**src/rtl/adc_spi_pkg.sv**
```systemverilog
// Shared types and constants for the ADC SPI responder.
package adc_spi_pkg;

  localparam int unsigned DEF_FRAME_BITS = 32;
  localparam logic        EOC_READY      = 1'b0;

  typedef enum logic [1:0] {
    ST_IDLE,
    ST_EOC,
    ST_SHIFT,
    ST_DONE
  } spi_state_e;

endpackage

```
**src/rtl/spi_pin_sync.sv**
```systemverilog
// Multi-flop synchronizer for one SPI pin with rise/fall detection
// against a delayed copy of the synchronized level.
module spi_pin_sync #(
  parameter int unsigned STAGES  = 2,
  parameter logic        RST_VAL = 1'b0
) (
  input  logic clk,
  input  logic rst_n,
  input  logic pin,
  output logic level_c,
  output logic rise_c,
  output logic fall_c
);

  logic [STAGES-1:0] sync_q;
  logic              dly_q;

  always_ff @(posedge clk or negedge rst_n) begin
    if (!rst_n) begin
      sync_q <= {STAGES{RST_VAL}};
      dly_q  <= RST_VAL;
    end else begin
      sync_q <= {sync_q[STAGES-2:0], pin};
      dly_q  <= sync_q[STAGES-1];
    end
  end

  assign level_c = sync_q[STAGES-1];
  assign rise_c  = level_c & ~dly_q;
  assign fall_c  = ~level_c & dly_q;

endmodule

```
**src/rtl/adc_spi_responder.sv**
```systemverilog
// SPI responder for the delta-sigma ADC port: conversion timer, EOC-bar
// plus MSB-first data out on sdout, 32-bit config capture from sdin.
module adc_spi_responder
  import adc_spi_pkg::*;
#(
  parameter int unsigned FRAME_BITS  = DEF_FRAME_BITS,
  parameter int unsigned CONV_CYCLES = 1000,
  parameter int unsigned SYNC_STAGES = 2
) (
  input  logic                  sys_clk,
  input  logic                  sys_rst_n,
  input  logic                  cs,
  input  logic                  sclk,
  input  logic                  sdin,
  output logic                  sdout,
  output logic                  sdout_oe,
  input  logic [FRAME_BITS-3:0] sample_data,
  output logic                  sample_req,
  output logic [FRAME_BITS-1:0] cfg_word,
  output logic                  cfg_valid,
  output logic                  frame_abort,
  output logic                  data_ready
);

  localparam int unsigned DATA_BITS = FRAME_BITS - 2;
  localparam int unsigned CNT_W     = $clog2(CONV_CYCLES);
  localparam int unsigned BIT_W     = $clog2(FRAME_BITS + 1);

  logic cs_s, cs_rise, cs_fall;
  logic sclk_s, sclk_rise, sclk_fall;
  logic sdin_s, sdin_rise, sdin_fall;
  logic sync_unused_c;

  spi_pin_sync #(.STAGES(SYNC_STAGES), .RST_VAL(1'b1)) u_cs_sync (
    .clk(sys_clk), .rst_n(sys_rst_n), .pin(cs),
    .level_c(cs_s), .rise_c(cs_rise), .fall_c(cs_fall));
  spi_pin_sync #(.STAGES(SYNC_STAGES), .RST_VAL(1'b0)) u_sclk_sync (
    .clk(sys_clk), .rst_n(sys_rst_n), .pin(sclk),
    .level_c(sclk_s), .rise_c(sclk_rise), .fall_c(sclk_fall));
  spi_pin_sync #(.STAGES(SYNC_STAGES), .RST_VAL(1'b0)) u_sdin_sync (
    .clk(sys_clk), .rst_n(sys_rst_n), .pin(sdin),
    .level_c(sdin_s), .rise_c(sdin_rise), .fall_c(sdin_fall));

  assign sync_unused_c = &{cs_s, sclk_s, sdin_rise, sdin_fall};

  spi_state_e            state_q, state_d;
  logic [CNT_W-1:0]      conv_cnt_q, conv_cnt_d;
  logic [DATA_BITS-1:0]  hold_q, hold_d;
  logic [FRAME_BITS-1:0] tx_q, tx_d, rx_q, rx_d;
  logic [BIT_W-1:0]      bit_cnt_q, bit_cnt_d;
  logic                  rd_valid_q, rd_valid_d;
  logic                  sdout_d, sdout_oe_d, sample_req_d, cfg_valid_d;
  logic                  frame_abort_d, data_ready_d;
  logic [FRAME_BITS-1:0] cfg_word_d;
  logic [FRAME_BITS-1:0] tx_load_c, rx_next_c;

  assign tx_load_c = data_ready ? {EOC_READY, 1'b0, hold_q} : '1;
  assign rx_next_c = {rx_q[FRAME_BITS-2:0], sdin_s};

  always_comb begin
    state_d       = state_q;
    conv_cnt_d    = conv_cnt_q;
    hold_d        = hold_q;
    tx_d          = tx_q;
    rx_d          = rx_q;
    bit_cnt_d     = bit_cnt_q;
    rd_valid_d    = rd_valid_q;
    sdout_d       = sdout;
    cfg_word_d    = cfg_word;
    cfg_valid_d   = 1'b0;
    frame_abort_d = 1'b0;
    sample_req_d  = 1'b0;
    data_ready_d  = data_ready;

    // Conversion timer: free-runs only while no unread result is held.
    if (!data_ready) begin
      if (conv_cnt_q == CNT_W'(CONV_CYCLES - 1)) begin
        hold_d       = sample_data;
        sample_req_d = 1'b1;
        data_ready_d = 1'b1;
        conv_cnt_d   = '0;
      end else begin
        conv_cnt_d = conv_cnt_q + CNT_W'(1);
      end
    end

    if (state_q == ST_IDLE) begin
      sdout_d = 1'b1;
      if (cs_fall) begin
        tx_d       = tx_load_c;
        rd_valid_d = data_ready;
        sdout_d    = tx_load_c[FRAME_BITS-1];
        bit_cnt_d  = '0;
        state_d    = ST_EOC;
      end
    end else if (cs_rise) begin
      // cs rise has priority over any sclk edge seen in the same cycle.
      state_d = ST_IDLE;
      sdout_d = 1'b1;
      if (bit_cnt_q == BIT_W'(FRAME_BITS)) begin
        if (rd_valid_q) begin
          data_ready_d = 1'b0;
          conv_cnt_d   = '0;
        end
      end else if (bit_cnt_q != '0) begin
        frame_abort_d = 1'b1;
      end
    end else if (state_q != ST_DONE) begin
      if (sclk_rise) begin
        rx_d      = rx_next_c;
        bit_cnt_d = bit_cnt_q + BIT_W'(1);
        state_d   = ST_SHIFT;
        if (bit_cnt_q == BIT_W'(FRAME_BITS - 1)) begin
          cfg_word_d  = rx_next_c;
          cfg_valid_d = 1'b1;
          state_d     = ST_DONE;
        end
      end else if (sclk_fall && state_q == ST_SHIFT) begin
        tx_d    = {tx_q[FRAME_BITS-2:0], 1'b1};
        sdout_d = tx_q[FRAME_BITS-2];
      end
    end

    sdout_oe_d = (state_d != ST_IDLE);
  end

  always_ff @(posedge sys_clk or negedge sys_rst_n) begin
    if (!sys_rst_n) begin
      state_q     <= ST_IDLE;
      conv_cnt_q  <= '0;
      hold_q      <= '0;
      tx_q        <= '1;
      rx_q        <= '0;
      bit_cnt_q   <= '0;
      rd_valid_q  <= 1'b0;
      sdout       <= 1'b1;
      sdout_oe    <= 1'b0;
      sample_req  <= 1'b0;
      cfg_word    <= '0;
      cfg_valid   <= 1'b0;
      frame_abort <= 1'b0;
      data_ready  <= 1'b0;
    end else begin
      state_q     <= state_d;
      conv_cnt_q  <= conv_cnt_d;
      hold_q      <= hold_d;
      tx_q        <= tx_d;
      rx_q        <= rx_d;
      bit_cnt_q   <= bit_cnt_d;
      rd_valid_q  <= rd_valid_d;
      sdout       <= sdout_d;
      sdout_oe    <= sdout_oe_d;
      sample_req  <= sample_req_d;
      cfg_word    <= cfg_word_d;
      cfg_valid   <= cfg_valid_d;
      frame_abort <= frame_abort_d;
      data_ready  <= data_ready_d;
    end
  end

endmodule

```
**config.mk**
```make
export PLATFORM = sky130hd
export DESIGN_NAME = adc_spi_responder
export DESIGN_NICKNAME = d
export VERILOG_FILES = /design/src/rtl/adc_spi_pkg.sv /design/src/rtl/spi_pin_sync.sv /design/src/rtl/adc_spi_responder.sv
export SDC_FILE = /design/constraint.sdc
export NUM_CORES = 1
export LEC_CHECK = 0
export CAP_MARGIN = 40
export CORE_ASPECT_RATIO = 0.6
export CORE_MARGIN = 5
export CORE_UTILIZATION = 50
export DETAILED_ROUTE_END_ITERATION = 6
export PLACE_DENSITY = 0.78
export SYNTH_ARGS = -nofsm -noshare
export SYNTH_HDL_FRONTEND = slang
export SYNTH_SLANG_ARGS = --single-unit
```
**constraint.sdc**
```tcl
create_clock -name sys_clk -period 5.05 [get_ports sys_clk]
set_input_delay 1.2625 -clock sys_clk [delete_from_list [all_inputs] [get_ports sys_clk]]
set_output_delay 1.2625 -clock sys_clk [all_outputs]
set_load 0.02 [all_outputs]
```
==> impl_metrics.env <==
export IMPL_cts_resized_gates=0
export IMPL_worst_pin_slew_ns=0.945
export IMPL_cp_arrival_ns=1.58
export IMPL_fmax_mhz=352
export IMPL_io_buffers=72
export IMPL_worst_slack_ns=2.21
export IMPL_start_util=0.513
export IMPL_first_pass_iters=5
export IMPL_post_drt_via_cell_ratio=5.27
export IMPL_reg2reg_from="u_cs_sync.dly_q$_DFF_PN1_"
export IMPL_wl_mm=12.5
export IMPL_yosysSeqAreaShare=0.599
export IMPL_drive_above_1_share=0.292
export IMPL_cts_tree="built"
export IMPL_htree_levels=4
export IMPL_syn_num_nets=568
export IMPL_drt_initial_drc_count=254
export IMPL_finalPower_w=0.00295
export IMPL_numClockSinks=157
export IMPL_rsz0062_at_grt="false"
export IMPL_dp_cells=748
export IMPL_slowest_stage="clkdlybuf4s50_1"
export IMPL_stdcell_area_um2=8100
export IMPL_clockRootBuffer="clkbuf_16"
export IMPL_skew_ns=0.0142
export IMPL_grt_pass1_vias=4289
export IMPL_die_x_um=159
export IMPL_path_max_fanout=3
export IMPL_peakVddDrop_mv=0.242
export IMPL_ys_async_sr_fraction=1.00
export IMPL_fin_crit_sh=0.563
export IMPL_synthCells=530
export IMPL_hold_class="reg2reg"
export IMPL_slowest_delay_ns=0.60
export IMPL_crit_family="buffers and inverters"
export IMPL_final_nets=635
export IMPL_reg2reg_depth=5
export IMPL_clock_latency_ns=0.43
export IMPL_setup_viol=0
export IMPL_wl_per_cell_um=16.0
export IMPL_place_area_um2=7480
export IMPL_core_area_um2=12900
export IMPL_grt_pass1_wl_mm=21.7
export IMPL_area_delta_synth_final_pct=22.1
export IMPL_final_cells=780
export IMPL_slew_headroom=0.361
export IMPL_grt_ovfl_total=0
export IMPL_postCtsHoldBufs=0
export IMPL_antenna_left=0
export IMPL_min_delay_start="u_sdin_sync.sync_q[0]$_DFF_PN0_"
export IMPL_postCtsSetupBuffers=0
export IMPL_antenna_found_initial=0
export IMPL_dp_slack_ns=2.47
export IMPL_crit_type="reg2out"
export IMPL_maxCapViolCount=0
export IMPL_die_area_um2=15800
export IMPL_crit_chain="clkdlybuf4s50_1"
export IMPL_synth_distinct_cells=40
export IMPL_numCtsBuffers=17
export IMPL_crit_required_ns=3.79
export IMPL_layout_common_cells="dfrtp_1 (122), clkdlybuf4s50_1 (71), mux2_2 (66)"
export IMPL_drc=0
export IMPL_final_common_cell="dfrtp_1"
export IMPL_power_density_nw_per_um2=364
export IMPL_cp_start_kind="register"
export IMPL_clkTransAtPathRegs_ns=0.07
export IMPL_power_leakage_nw=3.50
export IMPL_period_minus_slack_ns=2.84
export IMPL_rows=32
export IMPL_cp_startpoint="sdout$_DFFE_PN1P_"
export IMPL_insertedDiodeCount=0
export IMPL_vias=4108
export IMPL_synth_edf_count=0
export IMPL_die_h_um=99.2
export IMPL_synthFlopType="dfrtp_1"
export IMPL_yosysWarnings=0
export IMPL_clockBufferDepth=2
export IMPL_netlist_area_um2=6640
export IMPL_io_pins=73
export IMPL_critPathBufInv=1
export IMPL_drv_slew=0
export IMPL_hold_path_depth=0
export IMPL_cp_num_cells=1
export IMPL_grt_start_max_net_pins=95
export IMPL_ys_ff_latch=157
export IMPL_status="finished, final reports clean"
export IMPL_tns_ns=0
export IMPL_avgSynthCellArea_um2=12.5
export IMPL_endpoint_kind="output pin"
export IMPL_hpwl_mm=8.13
export IMPL_grt_use_total=0.169
export IMPL_hold_viol=0
export IMPL_globalplace_congestion=0.797
==> cell type report <==
type,instances,area (um^2)
Clock buffer,17,425
Clock inverter,15,199
Fill cell,947,4830
Inverter,32,120
Multi-Input combinational cell,310,2380
Sequential cell,157,3970
Tap cell,170,213
Timing Repair Buffer,79,787
==> sequential cells by signal, indices dropped and copies added, names as in the netlist <==
| register | flops |
|---|---|
| conv_cnt_q | 10 |
| cfg_valid | 1 |
| rd_valid_q | 1 |
| u_sclk_sync.sync_q | 2 |
| u_sdin_sync.sync_q | 2 |
| cfg_word | 32 |
| sample_req | 1 |
| tx_q | 31 |
| frame_abort | 1 |
| u_sclk_sync.dly_q | 1 |
| sdout_oe | 1 |
| hold_q | 30 |
| state_q | 2 |
| u_cs_sync.dly_q | 1 |
| bit_cnt_q | 6 |
| u_cs_sync.sync_q | 2 |
| data_ready | 1 |
| rx_q | 31 |
| sdout | 1 |
==> final timing paths <==
check / to / slack [ns]
setup / recovery: sdout / 2.21
hold / removal: u_sdin_sync.sync_q[1]$_DFF_PN0_ / 0.36
setup reg to reg: cfg_word[0]$_DFFE_PN0P_ / 2.47
hold reg to reg: u_sdin_sync.sync_q[1]$_DFF_PN0_ / 0.36
max in group asynchronous: tx_q[26]$_DFFE_PN1P_ / 3.16
min in group asynchronous: hold_q[4]$_DFFE_PN0P_ / 0.90
==> stage by stage <==
stage	hold slack, ns	util
2_1_floorplan	0.331	-
3_3_place_gp	0.337	0.577
3_5_place_dp	0.347	0.578
4_1_cts	0.363	0.626
5_1_grt	0.370	0.626
6_report	0.362	0.626
==> power by group <==
part	switching, W	internal, W	leakage [nW]
logic	0.000133	0.000120	1.32
clock network	0.000585	0.000716	0.300
registers	0.0000573	0.00134	1.88
total	0.000775	0.00218	3.50
==> synth_stat cells (2+ instances only) <==
cell type	instances	area, um^2
nand3_1	2	10.0
inv_1	32	120
mux2i_1	4	40.0
xnor2_1	6	52.6
nor4b_1	3	26.3
dfstp_2	35	920
nor2b_1	4	25.0
or2_2	2	12.5
nand3b_1	3	22.5
mux2_4	29	435
nand2b_1	4	25.0
nand4_1	3	18.8
dfrtp_1	122	3050
mux2_2	66	743
and3_1	2	12.5
buf_2	11	55.1
nand2_1	43	161
clkbuf_1	13	48.8
o31ai_1	3	22.5
buf_6	6	67.6
nor2_1	45	169
nor3_1	7	35.0
ha_1	3	37.5
o21ai_0	30	150
a31oi_1	33	206
xor2_1	5	43.8
==> cell families (layout without fill, tap and decap cells) <==
group                    Yosys count  count (layout)  share of synthesized area
multiplexers                      99              99                      0.184
flip-flops                       157             157                      0.599
buffers and inverters             63             143                     0.0445
AND/OR/NAND/NOR                  126             126                     0.0888
XOR/XNOR                          12              12                     0.0170
AO/OA/AOI/OAI                     70              70                     0.0618
adder cells (fa/ha/maj)            3               3                    0.00566
==> metal layers <==
layer,vias to the layer above,global-route usage,share of wire
li1,1942,-,-
met1,2048,0.233,0.47
met2,104,0.261,0.47
met3,14,0.0480,0.047
met4,0,0.0588,0.010
met5,-,0,0
Note: power is estimated with default switching activity, not from simulation.
